`src/rtl/pwm_fade_ctrl_pkg.sv`:
```
// Shared definitions for the PWM fade controller: FSM states, defaults and
// the duty ceiling helper.
package pwm_fade_ctrl_pkg;

  typedef enum logic [1:0] {
    ST_IDLE  = 2'd0,
    ST_RAMP  = 2'd1,
    ST_BR_DN = 2'd2,
    ST_BR_UP = 2'd3
  } state_t;

  localparam int unsigned DEF_STEP     = 5;
  localparam int unsigned DEF_RAMP_DIV = 1024;

  // Largest duty value representable in dw bits.
  function automatic int unsigned duty_max(input int unsigned dw);
    return (32'd1 << dw) - 32'd1;
  endfunction

endpackage

```
`src/rtl/pwm_fade_ctrl_ramp_ticker.sv`:
```
// Free-running divider: asserts tick for one cycle every RAMP_DIV cycles.
// The first tick appears RAMP_DIV cycles after reset release.
module ramp_ticker
  import pwm_fade_ctrl_pkg::*;
#(
  parameter int unsigned RAMP_DIV = DEF_RAMP_DIV
) (
  input  logic CLK,
  input  logic RST_N,
  output logic tick
);

  localparam int unsigned CW = (RAMP_DIV > 1) ? $clog2(RAMP_DIV) : 1;
  localparam logic [CW-1:0] LAST = CW'(RAMP_DIV - 1);

  logic [CW-1:0] count;

  // Count 0..RAMP_DIV-1 and wrap.
  always_ff @(posedge CLK or negedge RST_N) begin
    if (!RST_N) begin
      count <= '0;
    end else if (count == LAST) begin
      count <= '0;
    end else begin
      count <= count + CW'(1);
    end
  end

  assign tick = (count == LAST);

endmodule

```
`src/rtl/pwm_fade_ctrl.sv`:
```
// Duty sequencer for the 8-bit PWM generator: saturating target from
// up/down strobes, one-LSB-per-tick ramp toward it, optional breathe cycle.
module pwm_fade_ctrl
  import pwm_fade_ctrl_pkg::*;
#(
  parameter int unsigned DW       = 8,
  parameter int unsigned STEP     = DEF_STEP,
  parameter int unsigned RAMP_DIV = DEF_RAMP_DIV
) (
  input  logic          CLK,
  input  logic          RST_N,
  input  logic          up_pulse,
  input  logic          dn_pulse,
  input  logic          breathe,
  output logic [DW-1:0] duty,
  output logic [DW-1:0] target,
  output logic          busy,
  output logic          at_max,
  output logic          at_min
);

  localparam logic [DW-1:0] DUTY_MAX = DW'(duty_max(DW));
  localparam logic [DW:0]   STEP_W   = (DW+1)'(STEP);

  state_t        state;
  logic          tick;
  logic [DW:0]   sum_up;
  logic [DW:0]   diff_dn;
  logic [DW-1:0] target_next;

  ramp_ticker #(.RAMP_DIV(RAMP_DIV)) u_ticker (
    .CLK   (CLK),
    .RST_N (RST_N),
    .tick  (tick)
  );

  // Saturating target arithmetic in DW+1 bits; the extra bit flags overflow
  // on the way up and borrow on the way down.
  always_comb begin
    sum_up      = {1'b0, target} + STEP_W;
    diff_dn     = {1'b0, target} - STEP_W;
    target_next = target;
    if (up_pulse && !dn_pulse) begin
      target_next = (sum_up > {1'b0, DUTY_MAX}) ? DUTY_MAX : sum_up[DW-1:0];
    end else if (dn_pulse && !up_pulse) begin
      target_next = diff_dn[DW] ? '0 : diff_dn[DW-1:0];
    end
  end

  // Target register, updated every cycle regardless of FSM state.
  always_ff @(posedge CLK or negedge RST_N) begin
    if (!RST_N) begin
      target <= '0;
    end else begin
      target <= target_next;
    end
  end

  // Fade FSM: transitions are evaluated every cycle and take priority over a
  // duty step; duty only moves on a tick in a cycle with no transition.
  always_ff @(posedge CLK or negedge RST_N) begin
    if (!RST_N) begin
      state <= ST_IDLE;
      duty  <= '0;
      busy  <= 1'b0;
    end else begin
      case (state)
        ST_IDLE: begin
          if (breathe) begin
            state <= ST_BR_DN;
            busy  <= 1'b1;
          end else if (target != duty) begin
            state <= ST_RAMP;
            busy  <= 1'b1;
          end
        end
        ST_RAMP: begin
          if (breathe) begin
            state <= ST_BR_DN;
          end else if (duty == target) begin
            state <= ST_IDLE;
            busy  <= 1'b0;
          end else if (tick) begin
            duty <= (target > duty) ? duty + DW'(1) : duty - DW'(1);
          end
        end
        ST_BR_DN: begin
          if (!breathe) begin
            state <= ST_RAMP;
          end else if (duty == '0) begin
            state <= ST_BR_UP;
          end else if (tick) begin
            duty <= duty - DW'(1);
          end
        end
        ST_BR_UP: begin
          if (!breathe) begin
            state <= ST_RAMP;
          end else if (duty >= target) begin
            state <= ST_BR_DN;
          end else if (tick) begin
            duty <= duty + DW'(1);
          end
        end
        default: begin
          state <= ST_IDLE;
          busy  <= 1'b0;
        end
      endcase
    end
  end

  assign at_max = (target == DUTY_MAX);
  assign at_min = (target == '0);

endmodule

```
`config.mk`:
```
export PLATFORM = sky130hd
export DESIGN_NAME = pwm_fade_ctrl
export DESIGN_NICKNAME = d
export VERILOG_FILES = /design/src/rtl/pwm_fade_ctrl_pkg.sv /design/src/rtl/pwm_fade_ctrl_ramp_ticker.sv /design/src/rtl/pwm_fade_ctrl.sv
export SDC_FILE = /design/constraint.sdc
export NUM_CORES = 1
export LEC_CHECK = 0
export CAP_MARGIN = 20
export CORE_UTILIZATION = 40
export CTS_CLUSTER_DIAMETER = 120
export DETAILED_ROUTE_END_ITERATION = 6
export DONT_BUFFER_PORTS = 1
export PLACE_DENSITY = 0.51
export REMOVE_ABC_BUFFERS = 1
export SLEW_MARGIN = 15
export SYNTH_ARGS = -nofsm -noshare
export SYNTH_HDL_FRONTEND = slang
export SYNTH_SLANG_ARGS = --single-unit
```
`constraint.sdc`:
```
create_clock -name CLK -period 3.3 [get_ports CLK]
set_input_delay 0.99 -clock CLK [delete_from_list [all_inputs] [get_ports CLK]]
set_output_delay 0.99 -clock CLK [all_outputs]
set_load 0.02 [all_outputs]
```
==> Word-level counts from Yosys, hierarchy flattened <==
Cells that the tools add are included.
{ "totals": {"ff_bits": 29, "word_cells": 77} }
{ "op_classes": {"n_addsub": 5, "order_cmp": 3, "n_eq_ne": 21, "mux": 30, "n_reduce_logical": 13} }
{ "ops": {"columns": ["operator", "count"], "rows": [
  ["two-way mux 8 bit", 14],
  ["case mux 8 bit (3 select lines)", 1],
  ["inequality test 2 bit, second input constant", 10],
  ["zero test 8 bit", 2],
  ["two-way mux 2 bit", 8],
  ["inequality test 3 bit, second input constant", 4],
  ["adder 10 x 1 -> 10 bit, second input constant", 1],
  ["equality test 10 bit, second input constant", 1],
  ["two-way mux 10 bit", 1],
  ["AND reduction 10 bit", 1],
  ["adder 8 x 3 -> 9 bit, second input constant", 1],
  ["greater-than comparator 9 x 8 -> 1 bit, second input constant", 1],
  ["subtractor 8 x 3 -> 9 bit, second input constant", 1],
  ["adder 8 x 1 -> 8 bit, second input constant", 1],
  ["equality test 8 bit", 1],
  ["equality test 8 bit, second input constant", 1],
  [">= comparator 8 bit", 1],
  ["greater-than comparator 8 bit", 1],
  ["inequality test 8 bit", 1],
  ["case mux 2 bit (4 select lines)", 1],
  ["AND reduction 4 bit", 2],
  ["subtractor 8 x 1 -> 8 bit, second input constant", 1],
  ["equality test 2 bit, second input constant", 2],
  ["two-way mux 1 bit", 4],
  ["7 further kinds", 10]
]} }

==> Longest topological paths before layout <==
Gate-level depths: netlist of run 1.
{ "depth": {"depth_word": 6, "mapped_depth": 10, "depth_no_buf": 8} }

==> By module <==
From an unflattened synthesis of run 1, not the netlist that was laid out.
{ "unflattened": {"cells_unflattened": 285, "area_unflattened_um2": 2368.5} }
{ "modules_own_cells": {"columns": ["mod", "instances", "cells_each", "area_each_um2", "seq_area_each_um2"], "rows": [
  ["pwm_fade_ctrl", 1, 243, 1895.6, 475.5],
  ["ramp_ticker", 1, 42, 473.0, 250.2]
]} }

==> Worst setup path before layout of run 1 <==
OpenSTA, ideal clock, no wires.
{ "synth_path": {"kind": "register -> register", "startpoint": "reg target[2]", "endpoint": "reg duty[5]", "t_arrival_ps": 2492, "required_time_ps": 3173, "path_slack_ps": 680, "stages_incl_launch_ff": 10, "path_buffers": 1, "path_cell_list": "dfrtp_1 -> buf_2 -> clkinv_1 -> ha_1 -> a211oi_1 -> o21ai_0 -> a2111oi_4 -> o2111ai_4 -> a211o_1 -> o2bb2ai_1"} }
{ "synth_between": {"elab_chain_cells": 6} }
{ "synth_lines": {"columns": ["item", "line", "rtl"], "rows": [
  ["start: declaration", "pwm_fade_ctrl.sv:16", "output logic [DW-1:0] target,"],
  ["start signal: assignment", "pwm_fade_ctrl.sv:55", "target <= target_next;"],
  ["greater-than comparator 8 bit", "pwm_fade_ctrl.sv:84", "duty <= (target > duty) ? duty + DW'(1) : duty - DW'(1);"],
  ["two-way mux 8 bit", "pwm_fade_ctrl.sv:84", null],
  ["two-way mux 8 bit", "pwm_fade_ctrl.sv:83", "end else if (tick) begin"],
  ["two-way mux 8 bit", "pwm_fade_ctrl.sv:80", "end else if (duty == target) begin"],
  ["two-way mux 8 bit", "pwm_fade_ctrl.sv:78", "if (breathe) begin"],
  ["case mux 8 bit (3 select lines)", "pwm_fade_ctrl.sv:67", "case (state)"],
  ["end signal: assignment", "pwm_fade_ctrl.sv:84", null],
  ["end signal: assignment", "pwm_fade_ctrl.sv:93", "duty <= duty - DW'(1);"],
  ["end signal: assignment", "pwm_fade_ctrl.sv:102", "duty <= duty + DW'(1);"],
  ["end: declaration", "pwm_fade_ctrl.sv:15", "output logic [DW-1:0] duty,"]
]} }
Parallel ways exist; a longest one is shown, timed or not. The select of a mux whose other input is x is not followed.
A chain may end at the register's enable or synchronous reset.

==> Worst setup path in the final report of run 1 <==
{ "layout_path": {"startpoint": "reg target[0]", "endpoint": "out at_max"} }
{ "layout_between": {"elab_chain_cells": 1} }
{ "layout_lines": {"columns": ["item", "line", "rtl"], "rows": [
  ["equality test 8 bit", "pwm_fade_ctrl.sv:113", "assign at_max = (target == DUTY_MAX);"],
  ["end: declaration", "pwm_fade_ctrl.sv:18", "output logic at_max,"]
]} }
Every way passes these cells.

==> results of run 1 <==
registers in the layout, indices dropped and copies added (netlist names):
| signal | cells |
|---|---|
| busy | 1 |
| duty | 8 |
| state | 2 |
| target | 8 |
| u_ticker.count | 10 |
critical path: cells and delay by family (launching register included):
kind | cells | cell delay [ns]
simple gates | 2 | 0.62
fa+ha+maj | 1 | 0.38
flops | 1 | 0.60
power groups by stage:
stage                     Sequential [W]  Combinational (W)  Clock, W
after floorplan                 0.000717            0.00125         0
after global placement          0.000665            0.00186         0
after detailed placement        0.000666            0.00182         0
after CTS                       0.000660            0.00184  0.000350
after global routing            0.000679            0.00205  0.000365
final                           0.000658            0.00186  0.000343
cell usage in the layout, fill, tap and decap left out, types with 2 or more instances in the layout:
cell type and count:
mux2i_1 5, clkbuf_8 7, dfrtp_1 29, nand3_1 10
or3_1 6, a32oi_1 2, xor2_1 3, o21ai_1 2
nor2b_1 4, o21ai_0 23, a22o_1 2, o211ai_1 6
a221oi_1 3, ha_1 21, nor4_1 6, a31oi_1 3
nor2_1 19, nand2b_1 3, inv_1 18, o31ai_1 3
nor3_1 11, and4_1 3, a22oi_1 3, xnor2_1 8
nand4_1 8, o22ai_1 2, a21oi_1 26, buf_4 12
a211oi_1 5, nand2_1 17, and3_1 3
layer usage:
layer | GRT usage | up-vias
li1 | - | 1108
met1 | 0.2980 | 1097
met2 | 0.3145 | 61
met3 | 0.04773 | 11
met4 | 0.07500 | 0
met5 | 0 | -
area by class of cell:
type / instances / area [µm²] / area share
Clock buffer: 7 / 96.34 / 0.03607
Sequential cell: 29 / 725.7 / 0.2717
Multi-Input combinational cell: 230 / 1589 / 0.5948
Tap cell: 75 / 93.84 / 0.03513
Clock inverter: 1 / 5.005 / 0.001874
Inverter: 19 / 71.32 / 0.02670
Timing Repair Buffer: 12 / 90.09 / 0.03372
metrics by stage:
stage	total power, W	utilization	cells	worst slack, ns
floorplan	0.001963	-	278	0.6664
CTS	0.002849	0.4512	373	0.4024
global placement	0.002529	0.4341	365	0.6813
global route	0.003098	0.4512	373	0.2884
detailed placement	0.002487	0.4341	365	0.6229
finish	0.002861	0.4512	373	0.4215
cells by family after synthesis:
kind of cell / synth area share
AND/OR/NAND/NOR: 0.2117
AO/OA/AOI/OAI: 0.2671
buffers and inverters: 0.05176
flip-flops: 0.2973
adder cells (fa/ha/maj): 0.1076
XOR/XNOR: 0.03947
multiplexers: 0.02512
worst paths after layout:
check / slack, ns / depth (start not counted) / to
worst max register to register: 0.62 / 8 / state[0]
worst max-delay path: 0.42 / 3 / at_max
min in group CLK: 0.47 / 1 / u_ticker.count[8]
worst min-delay path: 0.39 / 0 / target[3]
worst min register to register: 0.47 / 1 / u_ticker.count[8]
max in group asynchronous: 2.83 / 0 / target[2]
==> results.md, run 1 <==
- Dpl hpwl: 4.492 mm
- FF-to-FF Start: target[7]
- Hold Fails Final Rpt: 0
- WL met3: 268 µm
- Vias per Instance: 6.105
- First-pass iteration count of the detailed router: 5
- Register area share after synthesis: 0.2973
- Crit path launch: target[0]
- Layout cells sized above 1: 0.09732
- Maximum vdd drop: 0.4290 mV
- Slew headroom: 0.5886
- CP endpoint kind: output port
- Total vias in the final route: 2,277
- Setup bufs post-CTS: 0
- Combinational share of power: 0.650
- Slew Limit Fails: 0
- CP Data Required Time: 2.31 ns
- Gp weighted congestion: 0.8287
- Fin crit share: 0.8723
- Vias in the first global route: 2,149
- Top Ports: 24
- Clk sinks: 29
- Worst EP arrival: 1.89 ns
- Post-synth top cells: 29 x dfrtp_1, 26 x a21oi_1, 23 x o21ai_0, 21 x ha_1, 19 x nor2_1
- P per Cell Area: 1071 nW/µm²
- CP max FO: 8
- Worst-path cell chain: ha_1 > nand2_1 > nor3_1
- RSZ-0062 raised after global routing: false
- Leakage: 1.078 nW
- FP Rows: 28
- CP Class: reg2out
- Final ANT Viol Nets: 0
- Deepest clock path buffer count: 2
- Core Area: 5921 µm²
- Post-synth EDFFs: 0
- Skew-Pair Late Insertion Delay: 0.29 ns
- Synth unique cells: 58
- Max incr delay on CP: 0.60 ns
- I/O Buffers: 0
- Die Height: 80.12 µm
- Largest net degree at the start of global routing: 30
- # fillers: 594
- Syn. warnings: 0
- Total track usage: 0.2117
- Final WL: 6.341 mm
- Nets: 323
- First-pass GRT wire length: 10.46 mm
- Min-Delay Path Class: in2async
- DRC: 0
- Post-route design area: 2671 µm²
- Sequential Power Share: 0.230
- NetSw: 0.001526 W
- Cells after Synth: 290
- Top-area cell type share of the netlist area: 0.2973
- Status: completed
- Clock slew at reported path FFs: 0.08 ns
- DP Area: 2570 µm²
- Achievable Freq: 0.3474 GHz
- Synth area leader: dfrtp_1
- WL/cell: 17.00 µm
- WL met2: 2.835 mm
- H-tree Lvls: 2
- Mapped Avg Cell Area: 8.418 µm²
- Fin Setup TNS: 0 ns
- Wl on met1: 3.141 mm
- Tmin final: 2.878 ns
- Max_cap viols: 0
- Clk root buf: clkbuf_8
- Post-Syn Area: 2441 µm²
- Synth Flop Type: dfrtp_1
- Highest metal used: met4
- Antenna Diode Count: 0
- Synth-to-Final Area Change: 9.431%
- Finish-stage setup viols: 0
- Starting Density: 0.4123
- Max Clock Skew: 0.008011 ns
- GRT Residual Overflow: 0
- CP max-delay cell: dfrtp_1
- Async set-reset flop share out of synthesis: 1.000
- CP startpoint kind: register
- Top cells by area, synth: dfrtp_1 30%, ha_1 11%, a21oi_1 5.3%
- TritonCTS Buffers: 5
- CTS tree: built
- Chip width: 80.12 µm
- Most frequent cell after synthesis: dfrtp_1
- Hold_ws: 0.3883 ns
- Initial antenna violation count: 0
- Switching Fraction: 0.5334
- DIE AREA: 6419 µm²
- Clk pwr share: 0.120
- Number of synthesized register bits: 29
- Hold_buf cts: 0
- Least-Margin Pin Slew: 0.6124 ns
- Post-CTS Resized: 0
- Internal power: 0.001335 W
- Initial DRC Count: 125
No activity file was read; power rests on OpenSTA's default activity.
==> run 2: changes to the inputs <==
--- a/config.mk
+++ b/config.mk
@@ -5,12 +5,12 @@
 export SDC_FILE = /design/constraint.sdc
 export NUM_CORES = 1
 export LEC_CHECK = 0
-export CAP_MARGIN = 20
-export CORE_UTILIZATION = 40
+export CAP_MARGIN = 5
+export CORE_UTILIZATION = 50
 export CTS_CLUSTER_DIAMETER = 120
 export DETAILED_ROUTE_END_ITERATION = 6
 export DONT_BUFFER_PORTS = 1
-export PLACE_DENSITY = 0.51
+export PLACE_DENSITY = 0.62
 export REMOVE_ABC_BUFFERS = 1
 export SLEW_MARGIN = 15
 export SYNTH_ARGS = -nofsm -noshare
==> run 2 against run 1 <==
Net effect: combinational power fell by 8%; die area fell by 20%; sequential cell count did not move; sequential power rose by 5.9%; non-clock buffer count fell by 5; cell area fell by 1.8%; critical path depth did not move; setup slack got worse by 0.057 ns; clock skew rose by 0.0066 ns; register-to-register slack got worse by 0.18 ns; cell count fell by 3.5%; maximum frequency fell by 1.9%; critical path type unchanged; critical endpoint unchanged.
==> results.md, run 2 (same netlist as run 1, synthesis figures left out) <==
- Clk pwr share: 0.123
- Maximum vdd drop: 0.5770 mV
- WL/cell: 16.30 µm
- First-pass iteration count of the detailed router: 4
- Total track usage: 0.2408
- Largest Register: u_ticker.count
- Achievable Freq: 0.3407 GHz
- CP endpoint kind: output port
- Worst EP arrival: 1.95 ns
- P per Cell Area: 1051 nW/µm²
- Hold_ws: 0.3828 ns
- Final ANT Viol Nets: 0
- Setup bufs post-CTS: 0
- Min-Delay Path Class: in2async
- TritonCTS Buffers: 5
- Total vias in the final route: 2,197
- Combinational share of power: 0.625
- CP Class: reg2out
- NetSw: 0.001485 W
- Synth-to-Final Area Change: 7.483%
- DP Area: 2522 µm²
- Layout cells sized above 1: 0.08191
- Post-route design area: 2624 µm²
- CP Data Required Time: 2.31 ns
- Most frequent cells in the layout: 29 x dfrtp_1, 26 x a21oi_1, 23 x o21ai_0
- Fin crit share: 0.8895
- # fillers: 426
- Fin Setup TNS: 0 ns
- CTS tree: built
- H-tree Lvls: 2
- Met2 Use GR: 0.3732
- Clk sinks: 29
- CP max FO: 8
- Skew-Pair Late Insertion Delay: 0.29 ns
- Sequential Power Share: 0.253
- Deepest clock path buffer count: 2
- Chip width: 71.87 µm
- Met1 usage: 0.3374
- FP Rows: 25
- Switching Fraction: 0.5383
- RSZ-0062 raised after global routing: false
- Number of flip-flops in the largest register: 10
- Initial antenna violation count: 0
- Met3 usage: 0.04079
- Dpl hpwl: 4.212 mm
- Hold_buf cts: 0
- Starting Density: 0.5168
- Initial DRC Count: 132
- Core Area: 4723 µm²
- Leakage: 1.054 nW
- Nets: 318
- Final WL: 5.869 mm
- I/O Buffers: 0
- Most common cell after layout, fill and taps aside: dfrtp_1
- GRT Residual Overflow: 0
- Finish-stage setup viols: 0
- Biggest regs: u_ticker.count (10), duty (8), target (8)
- Clock slew at reported path FFs: 0.08 ns
- Status: completed
- Finished Layout Cells: 360
- Hold Fails Final Rpt: 0
- Clk root buf: clkbuf_8
- DIE AREA: 5165 µm²
- Slew headroom: 0.5717
- Gp weighted congestion: 0.8881
- CP startpoint kind: register
- Least-Margin Pin Slew: 0.6375 ns
- Placed Cells: 352
- Top Ports: 24
- Vias per Instance: 6.103
- Largest net degree at the start of global routing: 30
- Setup WS pre-CTS: 0.5424 ns
- Antenna Diode Count: 0
- Die Height: 71.87 µm
- Max_cap viols: 0
- Post-CTS Resized: 0
- Most used routing layer: met2
- Internal power: 0.001273 W
- First-pass GRT wire length: 9.825 mm
- Slew Limit Fails: 0
- Setup WS post-layout: 0.3647 ns
- Max Clock Skew: 0.01457 ns
- Vias in the first global route: 2,044
- DRC: 0
- Tmin final: 2.935 ns
## run 2: critical path: stages (launching register included)
cell,delay (ns)
dfrtp_1,0.62
ha_1,0.38
nand2_1,0.14
nor3_1,0.51
## run 2: path summary, 6_finish.rpt
path	startpoint	endpoint	slack, ns	cells past startpoint
worst max-delay path	target[0]	at_max	0.36	3
worst min-delay path	RST_N	target[7]	0.38	0
worst max register to register	target[5]	state[0]	0.44	8
worst min register to register	u_ticker.count[8]	u_ticker.count[8]	0.48	1
max in group asynchronous	RST_N	duty[5]	2.83	0
min in group CLK	u_ticker.count[8]	u_ticker.count[8]	0.48	1
## run 2: metal layers
layer,vias up,routed length [µm],part of all wire
met5,-,0,0
met4,0,62,0.011
met3,5,277,0.047
met2,52,2622,0.45
met1,1045,2907,0.50
li1,1095,-,-
## run 2: cell type report
| cell class | instances | area, µm² | share of cell area |
|---|---|---|---|
| timing repair buffer | 7 | 52.55 | 0.02003 |
| sequential | 29 | 725.7 | 0.2766 |
| inverter | 19 | 71.32 | 0.02718 |
| tap | 67 | 83.83 | 0.03195 |
| clock inverter | 1 | 5.005 | 0.001907 |
| multi-input combinational | 230 | 1589 | 0.6056 |
| clock buffer | 7 | 96.34 | 0.03672 |
## run 2: power by group through the flow
stage	sequential, W	clock (W)	combinational (W)
2_1_floorplan	0.000717	0	0.00125
3_3_place_gp	0.000700	0	0.00168
3_5_place_dp	0.000703	0	0.00168
4_1_cts	0.000696	0.000344	0.00169
5_1_grt	0.000713	0.000359	0.00192
6_report	0.000697	0.000338	0.00172
## run 2: stage by stage
stage	util	total power [W]
floorplan	-	0.001963
global placement	0.5340	0.002385
detailed placement	0.5340	0.002384
CTS	0.5555	0.002731
global route	0.5555	0.002988
finish	0.5555	0.002758
